**src/rtl/axi_lite_regfile.sv**
```systemverilog
// AXI4-Lite slave register bank: NUM_REGS x DATA_W registers, byte-strobed bus writes,
// independent read path, hardware-side loads. Optional macro AXI_LITE_REGFILE_DECERR_EN.
module axi_lite_regfile #(
  parameter int                ADDR_W    = 12,
  parameter int                DATA_W    = 32,
  parameter int                NUM_REGS  = 16,
  parameter logic [DATA_W-1:0] RESET_VAL = '0
) (
  input  logic                       aclk,
  input  logic                       areset,
  input  logic [ADDR_W-1:0]          awaddr,
  input  logic                       awvalid,
  output logic                       awready,
  input  logic [DATA_W-1:0]          wdata,
  input  logic [DATA_W/8-1:0]        wstrb,
  input  logic                       wvalid,
  output logic                       wready,
  output logic [1:0]                 bresp,
  output logic                       bvalid,
  input  logic                       bready,
  input  logic [ADDR_W-1:0]          araddr,
  input  logic                       arvalid,
  output logic                       arready,
  output logic [DATA_W-1:0]          rdata,
  output logic [1:0]                 rresp,
  output logic                       rvalid,
  input  logic                       rready,
  output logic [NUM_REGS*DATA_W-1:0] reg_q,
  output logic [NUM_REGS-1:0]        wr_pulse,
  input  logic [NUM_REGS-1:0]        hw_we,
  input  logic [NUM_REGS*DATA_W-1:0] hw_wdata
);

  localparam int STRB_W = DATA_W / 8;
  localparam int OFF_W  = $clog2(STRB_W);
  localparam int IDX_W  = ADDR_W - OFF_W;
  localparam logic [IDX_W:0] NUM_REGS_L = (IDX_W+1)'(NUM_REGS);
  localparam logic [1:0] RESP_OKAY = 2'b00;
`ifdef AXI_LITE_REGFILE_DECERR_EN
  localparam logic [1:0] RESP_ERR  = 2'b11;
`else
  localparam logic [1:0] RESP_ERR  = 2'b00;
`endif

  function automatic logic [DATA_W-1:0] merge_strb(input logic [DATA_W-1:0] old_v,
                                                   input logic [DATA_W-1:0] new_v,
                                                   input logic [STRB_W-1:0] strb);
    logic [DATA_W-1:0] res;
    res = old_v;
    for (int b = 0; b < STRB_W; b++) begin
      if (strb[b]) res[b*8 +: 8] = new_v[b*8 +: 8];
    end
    return res;
  endfunction

  logic                 rdy_q;
  logic                 aw_held_q, aw_held_d;
  logic [IDX_W-1:0]     aw_idx_q, aw_idx_d;
  logic                 w_held_q, w_held_d;
  logic [DATA_W-1:0]    w_data_q, w_data_d;
  logic [STRB_W-1:0]    w_strb_q, w_strb_d;
  logic                 bvalid_q, bvalid_d;
  logic [1:0]           bresp_q, bresp_d;
  logic                 rvalid_q, rvalid_d;
  logic [1:0]           rresp_q, rresp_d;
  logic [DATA_W-1:0]    rdata_q, rdata_d;
  logic [NUM_REGS-1:0]  wr_pulse_q, wr_pulse_d;
  logic [DATA_W-1:0]    regs_q [NUM_REGS];
  logic [DATA_W-1:0]    regs_d [NUM_REGS];

  logic                 aw_hs, w_hs, ar_hs, commit;
  logic [IDX_W-1:0]     wr_idx, rd_idx;
  logic [DATA_W-1:0]    wr_data, rd_val;
  logic [STRB_W-1:0]    wr_strb;
  logic                 wr_in_range, rd_in_range;
  logic                 unused_addr_bits;

  // Readies stay low until the first edge after reset release.
  assign awready = rdy_q && !aw_held_q && !bvalid_q;
  assign wready  = rdy_q && !w_held_q && !bvalid_q;
  assign arready = rdy_q && !rvalid_q;

  assign aw_hs  = awvalid && awready;
  assign w_hs   = wvalid && wready;
  assign ar_hs  = arvalid && arready;
  assign commit = (aw_held_q || aw_hs) && (w_held_q || w_hs);

  assign wr_idx  = aw_held_q ? aw_idx_q : awaddr[ADDR_W-1:OFF_W];
  assign wr_data = w_held_q ? w_data_q : wdata;
  assign wr_strb = w_held_q ? w_strb_q : wstrb;
  assign rd_idx  = araddr[ADDR_W-1:OFF_W];
  assign wr_in_range = ({1'b0, wr_idx} < NUM_REGS_L);
  assign rd_in_range = ({1'b0, rd_idx} < NUM_REGS_L);
  assign unused_addr_bits = ^{awaddr[OFF_W-1:0], araddr[OFF_W-1:0]};

  always_comb begin
    rd_val = '0;
    for (int i = 0; i < NUM_REGS; i++) begin
      if (rd_idx == IDX_W'(i)) rd_val = regs_q[i];
    end
  end

  always_comb begin
    aw_held_d  = aw_held_q;
    aw_idx_d   = aw_idx_q;
    w_held_d   = w_held_q;
    w_data_d   = w_data_q;
    w_strb_d   = w_strb_q;
    bvalid_d   = bvalid_q;
    bresp_d    = bresp_q;
    rvalid_d   = rvalid_q;
    rresp_d    = rresp_q;
    rdata_d    = rdata_q;
    wr_pulse_d = '0;
    regs_d     = regs_q;

    if (bvalid_q && bready) bvalid_d = 1'b0;
    if (rvalid_q && rready) rvalid_d = 1'b0;

    if (commit) begin
      aw_held_d = 1'b0;
      w_held_d  = 1'b0;
      bvalid_d  = 1'b1;
      bresp_d   = wr_in_range ? RESP_OKAY : RESP_ERR;
    end else begin
      if (aw_hs) begin
        aw_held_d = 1'b1;
        aw_idx_d  = awaddr[ADDR_W-1:OFF_W];
      end
      if (w_hs) begin
        w_held_d = 1'b1;
        w_data_d = wdata;
        w_strb_d = wstrb;
      end
    end

    // A committing bus write takes priority over a hardware load of the same register.
    for (int i = 0; i < NUM_REGS; i++) begin
      if (commit && wr_in_range && (wr_idx == IDX_W'(i))) begin
        regs_d[i]     = merge_strb(regs_q[i], wr_data, wr_strb);
        wr_pulse_d[i] = 1'b1;
      end else if (hw_we[i]) begin
        regs_d[i] = hw_wdata[i*DATA_W +: DATA_W];
      end
    end

    if (ar_hs) begin
      rvalid_d = 1'b1;
      rdata_d  = rd_val;
      rresp_d  = rd_in_range ? RESP_OKAY : RESP_ERR;
    end
  end

  always_ff @(posedge aclk or posedge areset) begin
    if (areset) begin
      rdy_q      <= 1'b0;
      aw_held_q  <= 1'b0;
      aw_idx_q   <= '0;
      w_held_q   <= 1'b0;
      w_data_q   <= '0;
      w_strb_q   <= '0;
      bvalid_q   <= 1'b0;
      bresp_q    <= RESP_OKAY;
      rvalid_q   <= 1'b0;
      rresp_q    <= RESP_OKAY;
      rdata_q    <= '0;
      wr_pulse_q <= '0;
      for (int i = 0; i < NUM_REGS; i++) regs_q[i] <= RESET_VAL;
    end else begin
      rdy_q      <= 1'b1;
      aw_held_q  <= aw_held_d;
      aw_idx_q   <= aw_idx_d;
      w_held_q   <= w_held_d;
      w_data_q   <= w_data_d;
      w_strb_q   <= w_strb_d;
      bvalid_q   <= bvalid_d;
      bresp_q    <= bresp_d;
      rvalid_q   <= rvalid_d;
      rresp_q    <= rresp_d;
      rdata_q    <= rdata_d;
      wr_pulse_q <= wr_pulse_d;
      for (int i = 0; i < NUM_REGS; i++) regs_q[i] <= regs_d[i];
    end
  end

  assign bvalid   = bvalid_q;
  assign bresp    = bresp_q;
  assign rvalid   = rvalid_q;
  assign rresp    = rresp_q;
  assign rdata    = rdata_q;
  assign wr_pulse = wr_pulse_q;

  for (genvar g = 0; g < NUM_REGS; g++) begin : g_flat
    assign reg_q[g*DATA_W +: DATA_W] = regs_q[g];
  end

endmodule
```
**config.mk**
```make
export PLATFORM = sky130hd
export DESIGN_NAME = axi_lite_regfile
export DESIGN_NICKNAME = d
export VERILOG_FILES = /design/src/rtl/axi_lite_regfile.sv
export SDC_FILE = /design/constraint.sdc
export NUM_CORES = 1
export LEC_CHECK = 0
export BUFFER_PORTS_ARGS = -buffer_cell sky130_fd_sc_hd__buf_2
export CORE_AREA = 2 2 455 457
export CTS_CLUSTER_DIAMETER = 120
export DETAILED_ROUTE_END_ITERATION = 12
export DIE_AREA = 0 0 457 459
export PLACE_DENSITY = 0.4
export SYNTH_ARGS = -nofsm -noshare
export SYNTH_HDL_FRONTEND = slang
export SYNTH_SLANG_ARGS = --single-unit
```
**constraint.sdc**
```tcl
create_clock -name aclk -period 17.2 [get_ports aclk]
set_input_delay 0.86 -clock aclk [delete_from_list [all_inputs] [get_ports aclk]]
set_output_delay 0.86 -clock aclk [all_outputs]
set_load 0.03 [all_outputs]
```
# [Word-level counts from Yosys, hierarchy flattened]
# Index checks and enable logic that the tools add are counted.
[word_totals] ff_bits=611 in_bits=595 wordCells=371
[classes] n_lt_le_gt_ge=1 n_eq_ne=94 muxes=79 bitwise_logic=1 reduce_logical=122
[ops] op="$mux W32" count=49
[ops] op="$eq A10 B4 Y1 const B" count=16
[ops] op="$reduce_and A2 Y1" count=66
[ops] op="$ne A2 B2 Y1 const B" count=64
[ops] op="$eq A10 B3 Y1 const B" count=8
[ops] op="$eq A10 B2 Y1 const B" count=4
[ops] op="$reduce_bool A2 Y1" count=20
[ops] op="$mux W8" count=4
[ops] op="$logic_and A1 B1 Y1" count=28
[ops] op="$mux W1" count=24
[ops] op="$eq A10 B1 Y1 const B" count=2
[ops] op="$logic_not A10 Y1" count=2
[ops] op="$lt A10 B5 Y1 const B" count=1
[ops] op="$mux W10" count=1
[ops] op="$logic_not A1 Y1" count=4
[ops] op="$mux W4" count=1
[ops] op="$logic_or A1 B1 Y1" count=2
[ops] op="$not A1 Y1" count=1

# [Logic depth before layout (Yosys ltp)]
# Gate-level depths: netlist of the first run.
[logic_depth] depth_word=17 ltp_mapped=10 depth_no_buf=6

# [Worst setup path before layout of the first run]
# Ideal clock, no wire load.
[synth_timing] path_type="in2reg" from="input port awaddr[11]" to="register regs_q (netlist bit reg_q[10])" arrival_ns=3.107 required_time_ns=17.077 setup_slack_ns=13.970 path_stages=9 path_cell_list="or4_1 > or4_1 > buf_6 > buf_12 > a2111oi_4 > buf_6 > buf_4 > nand2_1 > o221a_2"
[synth_via] elab_chain_len=6
[synth_rtl] element="from (decl)" line="11" source="input logic [ADDR_W-1:0] awaddr,"
[synth_rtl] element="$mux W10 (*)" line="88" source="assign wr_idx = aw_held_q ? aw_idx_q : awaddr[ADDR_W-1:OFF_W];"
[synth_rtl] element="$lt A10 B5 Y1" line="92" source="assign wr_in_range = ({1'b0, wr_idx} < NUM_REGS_L);"
[synth_rtl] element="$logic_and A1 B1 Y1" line="139" source="if (commit && wr_in_range && (wr_idx == IDX_W'(i))) begin"
[synth_rtl] element="$logic_and A1 B1 Y1 (*)" line="139"
[synth_rtl] element="$ne A2 B2 Y1 (no line) / $reduce_bool A2 Y1 (equally long branches)"
[synth_rtl] element="$reduce_and A2 Y1 (no line)"
[synth_rtl] element="to (decl)" line="68" source="logic [DATA_W-1:0] regs_q [NUM_REGS];"
# Mark *: on every way between the ends. The rest lies on a longest branch, timed or not.
# A chain may end at the register's enable or synchronous reset.

# [Worst setup path after layout of the first run]
[layout_timing] from="register aw_held_q" to="register regs_q (netlist bit reg_q[412])"
[layout_via] elab_chain_len=10
[layout_rtl] element="from (decl)" line="57" source="logic aw_held_q, aw_held_d;"
[layout_rtl] element="from (signal assigned)" line="171" source="aw_held_q <= aw_held_d;"
[layout_rtl] element="parallel branches: the longest is 7 deep, another holds $lt A10 B5 Y1"
[layout_rtl] element="$logic_and A1 B1 Y1 (*)" line="139"
[layout_rtl] element="$ne A2 B2 Y1 (no line) / $reduce_bool A2 Y1 (equally long branches)"
[layout_rtl] element="$reduce_and A2 Y1 (no line)"
# Mark *: on every way between the ends.

==> out/results.ini, run 1 <==
[outcome]
status=complete, but fails checks
violations=max-capacitance violations, max-slew violations

[clock_network]
cts_tree=done
htreeDepth=3
ctsHoldBuffers=0
cts_setup_buffers=0
cts.root.buffer_cell=clkbuf_16
cts_buffers=83
clockBufferDepth=3
cts-resized-gates=0
clock-sinks=611
insertion_delay_ns=0.73
clkSlewWorstSetupHoldPaths_ns=0.06

[sta]
finalSetupTns_ns=0
rsz0062_at_grt=no
slew_headroom=-0.0007896
setup_ws_ns=12.68
finalMaxSlewViolations=1
max_freq_mhz=221.3
fin_crit_sh=0.2627
hold_viol=0
fin_crit_ns=4.518
finClkSkew_ns=0.04762
tightest_slew_ns=1.485
setup_viol=0
fin_hold_ws_ns=0.3218

[min_path]
hp-class=in2reg
hold_path_startpoint=rready
min_to=rvalid
whs_path_depth=2

[global_routing]
use_met2=0.4123
grt_pass1_vias=33410
antenna_found_initial=101
grtUsageTotal=0.2630
grt_util_met1=0.3431
grt_pass1_wl_um=362600
grt_max_degree=136
gr-max-usage-layer=met2
grtUsageMet3=0.07353
grt_remaining_overflow=0

[floorplanning]
die_y_um=459
die_w_um=457
dieArea_sq_mm=0.2098
initial_utilization=0.1573
row_count=167
core_sq_mm=0.2056
pin_count=1164

[run]
max_cap_violations=1

[yosys]
async_reset_ff_frac=1.000
synth_edf_count=0
syn_avg_cell_area_sq_um=10.92
synth.largest_area_cell=dfrtp_1
syn_area_sq_mm=0.03234
synth-seq-cells=611
yosysSeqAreaShare=0.4728
synth.distinct_cells=73
yosysMostFrequentCell=dfrtp_1
synth_commonest_cells=dfrtp_1, nand2_1, o221a_2
synth_top_flop_cell=dfrtp_1
yosys_warnings=0
synth.top_cell.area_share=0.4728
yosys-top-cells-area=dfrtp_1, o221a_2, o221a_1
syn_inst=2960

[critical_path]
worstReg2RegStart=aw_held_q
startpoint=aw_held_q
crit_path_top_delay_cell=nand3_2
r2r-end=reg_q[412]
end_kind=flip-flop
r2r_cells=6
startpoint_type=flip-flop
cp_common_cell=buf_4
critical_path_arrival_ns=5.15
path_delay_family=simple AND/OR/NAND/NOR gates
worstPathMaxFanout=32
critical_path_class=reg2reg
critPathRequiredTime_ns=17.83
crit_buf_inv=2
r2r_slack_ns=12.68
critPathMaxStageDelay_ns=0.86
path_cells=nand3_2 > a2111oi_4 > buf_4 > buf_4 > or2b_2 > o221a_1

[layout]
final_cells=6879
area_growth_pct=37.71
layout-drive-gt1-share=0.4691
nets=4658

[power_and_ir_drop]
p_per_area_mw_per_mm2=125.3
p_leak_nw=17.52
ir_drop_mv=0.07213
power_mw=5.580

[placement]
dpl_worst_slack_ns=12.24
numPortBuffers=1155
gp_congestion=0.9028
dp_hpwl_um=226900
dp.cells=6682

[detailed_routing]
drc=0
drt-total-wl_um=285900
final_antenna_net_count=0
vias=34280
wl_per_cell_um=41.57
drtIter0Drc=3787
drtPass1Iterations=6
viasPerCell=4.984

[routing by layer]
metal  routed length, um  part of all wire
met2              129100              0.45
met5                 362            0.0013
met4               10090             0.035
met3               24870             0.087
met1              121500              0.42
[layout make-up]
type | instances | area (sq um)
clock inverter | 27 | 365.4
multi-input combinational | 2056 | 15990
fill | 22630 | 161100
timing repair buffer | 1293 | 6862
antenna | 46 | 115.1
sequential | 611 | 15290
inverter | 18 | 72.57
tap | 2704 | 3383
clock buffer | 124 | 2452
[where the power goes]
group / total, mW / switching, mW / internal, mW
clock network: 1.85 / 0.780 / 1.07
logic: 1.87 / 1.39 / 0.480
registers: 1.86 / 0.253 / 1.61
[state kept, by name (all words and copies together) (netlist names)]
| name | flops |
|---|---|
| reg_q | 512 |
| rdata | 32 |
| w_data_q | 32 |
| wr_pulse | 16 |
| aw_idx_q | 10 |
| w_strb_q | 4 |
| aw_held_q | 1 |
| bvalid | 1 |
| rdy_q | 1 |
| rvalid | 1 |
| w_held_q | 1 |
[how the worst max path moves through the flow]
stage / endpoint / slack, ns / depth (start not counted)
6_report: reg_q[412] / 12.68 / 6
5_1_grt: reg_q[411] / 12.55 / 6
4_1_cts: reg_q[412] / 12.68 / 6
3_5_place_dp: reg_q[412] / 12.24 / 9
3_3_place_gp: reg_q[408] / 12.27 / 9
2_1_floorplan: aw_held_q / 8.00 / 1
[cell usage in the layout (no fill, tap or decap), types with 46 or more instances in the layout]
cell type / synthesis / routed
buf_2: 51 / 1151
dfrtp_1: 611 / 610
nand2_1: 578 / 576
o221a_2: 279 / 279
o221a_1: 234 / 234
buf_4: 38 / 138
o21ai_0: 104 / 104
a21oi_1: 92 / 92
nor2_1: 90 / 84
clkbuf_16: 0 / 84
mux2_2: 59 / 59
a21oi_4: 52 / 52
o22ai_1: 50 / 50
mux2i_1: 52 / 48
diode_2: 0 / 46
[kinds of logic after synthesis]
logic type,synth area share
other cells,0.0002322
buf+inv,0.04906
compound gates,0.3316
flops,0.4728
mux,0.03804
simple gates,0.1082
[worst register-to-register path: stages, from the launching register on]
cell	delay [ns]
dfrtp_1	0.78
nand3_2	0.87
a2111oi_4	0.71
buf_4	0.34
buf_4	0.51
or2b_2	0.88
o221a_1	0.36
[through the flow]
step | util | cell area (sq um)
after global routing | 0.2163 | 44470
after global placement | 0.2023 | 41600
after detailed placement | 0.2023 | 41600
after floorplan | - | 32350
final | 0.2166 | 44530
after CTS | 0.2160 | 44410
(Power assumes the default switching activity.)
==> inputs of run 2 (changes only) <==
- CORE_AREA: 2 2 455 457 -> 2 2 458 460
- DIE_AREA: 0 0 457 459 -> 0 0 460 462
- PLACE_DENSITY: 0.4 -> 0.39
- clock period: 17.2 -> 4.45 ns (I/O delays scaled with it)
==> out/results.ini, run 2 (synthesis results as in run 1) <==
[clock_network]
ctsHoldBuffers=570  ; was 0
insertion_delay_ns=0.72  ; was 0.73 ns
htreeDepth=3  ; unchanged
cts-resized-gates=0  ; unchanged
cts_setup_buffers=0  ; unchanged
clockBufferDepth=3  ; unchanged
clkSlewWorstSetupHoldPaths_ns=0.06  ; about the same
cts.root.buffer_cell=clkbuf_16  ; unchanged
cts_buffers=82  ; was 83
cts_tree=done  ; unchanged
clock-sinks=611  ; unchanged

[sta]
fin_crit_ns=3.578
max_freq_mhz=279.4
rsz0062_at_grt=no  ; unchanged
setup_viol=0  ; unchanged
tightest_slew_ns=1.361  ; was 1.485 ns
slew_headroom=0.08983  ; was -0.0007896
finClkSkew_ns=0.03712  ; was 0.04762 ns
finalMaxSlewViolations=0  ; was 1
hold_viol=0  ; unchanged
fin_crit_sh=0.8042

[critical_path]
end_kind=flip-flop  ; unchanged
r2r-end=reg_q[288]  ; was reg_q[412]
path_delay_family=buffers and inverters  ; was simple AND/OR/NAND/NOR gates
path_cells=dlygate4sd3_1 > buf_2 > or4_1 > or4_1 > buf_4 > a2111oi_4 > buf_4 > buf_4 > nand2b_2 > buf_4 > o221a_2  ; was nand3_2 > a2111oi_4 > buf_4 > buf_4 > or2b_2 > o221a_1
worstReg2RegStart=rdy_q  ; was aw_held_q
critPathRequiredTime_ns=5.08  ; was 17.83 ns
startpoint_type=primary input  ; was flip-flop
crit_path_top_delay_cell=dlygate4sd3_1  ; was nand3_2
worstPathMaxFanout=32  ; unchanged
crit_buf_inv=6  ; was 2
r2r_cells=8  ; was 6
critical_path_arrival_ns=4.21  ; was 5.15 ns
cp_common_cell=buf_4  ; unchanged
critical_path_class=in2reg  ; was reg2reg
critPathMaxStageDelay_ns=0.54  ; was 0.86 ns
r2r_slack_ns=0.94  ; was 12.68 ns

[min_path]
hold_path_startpoint=araddr[5]  ; was rready
min_to=rdata[17]  ; was rvalid
whs_path_depth=4  ; was 2
hp-class=in2reg  ; unchanged

[global_routing]
grtUsageMet3=0.05712  ; was 0.07353
antenna_found_initial=54  ; was 101
grt_pass1_vias=35910  ; was 33,410
grtUsageTotal=0.2615  ; was 0.2630
grt_max_degree=129  ; was 136
use_met2=0.4187  ; was 0.4123
gr-max-usage-layer=met2  ; unchanged
grt_util_met1=0.3431  ; about the same
grt_remaining_overflow=0  ; unchanged
grt_pass1_wl_um=367600  ; was 362,600 um

[detailed_routing]
vias=36280  ; was 34,280
wl_per_cell_um=38.40  ; was 41.57 um
drc=0  ; unchanged
drt-total-wl_um=288600  ; was 285,900 um
drtPass1Iterations=5  ; was 6
viasPerCell=4.826  ; was 4.984
drtIter0Drc=3748  ; was 3,787
final_antenna_net_count=0  ; unchanged

[floorplanning]
dieArea_sq_mm=0.2125  ; was 0.2098 sq mm
die_w_um=460  ; was 457 um
row_count=168  ; was 167
initial_utilization=0.1554  ; was 0.1573
die_y_um=462  ; was 459 um
pin_count=1164  ; unchanged
core_sq_mm=0.2081  ; was 0.2056 sq mm

[power_and_ir_drop]
p_switching_mw=9.426  ; was 2.419 mW
swShare=0.4283  ; was 0.4335
combinationalPowerShare=0.351  ; was 0.334
p_per_area_mw_per_mm2=432.0  ; was 125.3 mW/mm^2
ir_drop_mv=0.2695  ; was 0.07213 mV
seq_power_share=0.329  ; was 0.334
p_leak_nw=20.33  ; was 17.52 nW
power_mw=22.01  ; was 5.580 mW
p_clk_frac=0.320  ; was 0.332
p_int_mw=12.58  ; was 3.161 mW

[layout]
fin_area_sq_mm=0.05093  ; was 0.04453 sq mm
layout-drive-gt1-share=0.4213  ; was 0.4691
nets=5309  ; was 4,658
largest_reg_flops=512  ; unchanged
layout.cells.most_common=buf_2  ; unchanged
area_growth_pct=57.51  ; was 37.71%
final_cell_mix=buf_2, dfrtp_1, nand2_1  ; unchanged

[placement]
numPortBuffers=1155  ; unchanged
gp_congestion=0.8899  ; was 0.9028
placed_area_sq_mm=0.04244  ; was 0.04160 sq mm
dp_hpwl_um=229200  ; was 226,900 um

[run]
max_cap_violations=0  ; was 1

[outcome]
status=finished clean  ; was complete, but fails checks

-- run 2: worst max path at each step --
stage / startpoint / slack [ns] / cells after the start / endpoint
after floorplan: areset / -4.11 / 1 / aw_held_q
after global placement: awaddr[11] / 0.74 / 10 / reg_q[88]
after detailed placement: awaddr[11] / 0.71 / 10 / reg_q[88]
after CTS: rdy_q / 0.93 / 8 / reg_q[301]
after global routing: awaddr[11] / 0.80 / 8 / reg_q[344]
final: awaddr[11] / 0.87 / 11 / reg_q[91]
-- run 2: area by class of cell --
| type | count | area (sq um) |
|---|---|---|
| clock buffers | 114 | 2335 |
| flip-flops and latches | 611 | 15290 |
| clock inverters | 32 | 405.4 |
| well taps | 2720 | 3403 |
| fillers | 22500 | 157200 |
| diodes | 21 | 52.55 |
| repair buffers | 1945 | 13390 |
| inverters | 18 | 72.57 |
| multi-input cells | 2056 | 15980 |
-- run 2: routing by layer --
layer	routed length (um)	vias up
met2	131100	2098
met4	11480	8
li1	-	15090
met3	21470	376
met5	57	-
met1	124600	18710
-- run 2: per-stage QoR --
stage          TNS (ns)    util  setup slack (ns)  std cells  hold slack (ns)
3_3_place_gp          0  0.2039            0.7393       6780           0.4155
4_1_cts               0  0.2445            0.9271       7496          0.01367
3_5_place_dp          0  0.2039            0.7090       6780           0.4193
6_report              0  0.2448            0.8715       7517           0.1130
2_1_floorplan  -2510.96       -            -4.110       2963           0.3189
5_1_grt               0  0.2447            0.8027       7510           0.1108
-- run 2: worst reg2reg max path: cells and delay by family (launching register included) --
kind | cells | cell delay, ns
AND/OR/NAND/NOR | 1 | 0.33
flip-flops | 1 | 0.56
buffers and inverters | 3 | 0.95
AO/OA/AOI/OAI | 4 | 1.60
-- run 2: power by group through the flow --
stage	Sequential [mW]	Combinational (mW)	Clock, mW
detailed placement	7.32	7.29	0
global placement	7.31	7.25	0
global route	7.29	7.98	7.39
finish	7.25	7.72	7.04
floorplan	7.63	2.47	0
CTS	7.22	7.73	7.18
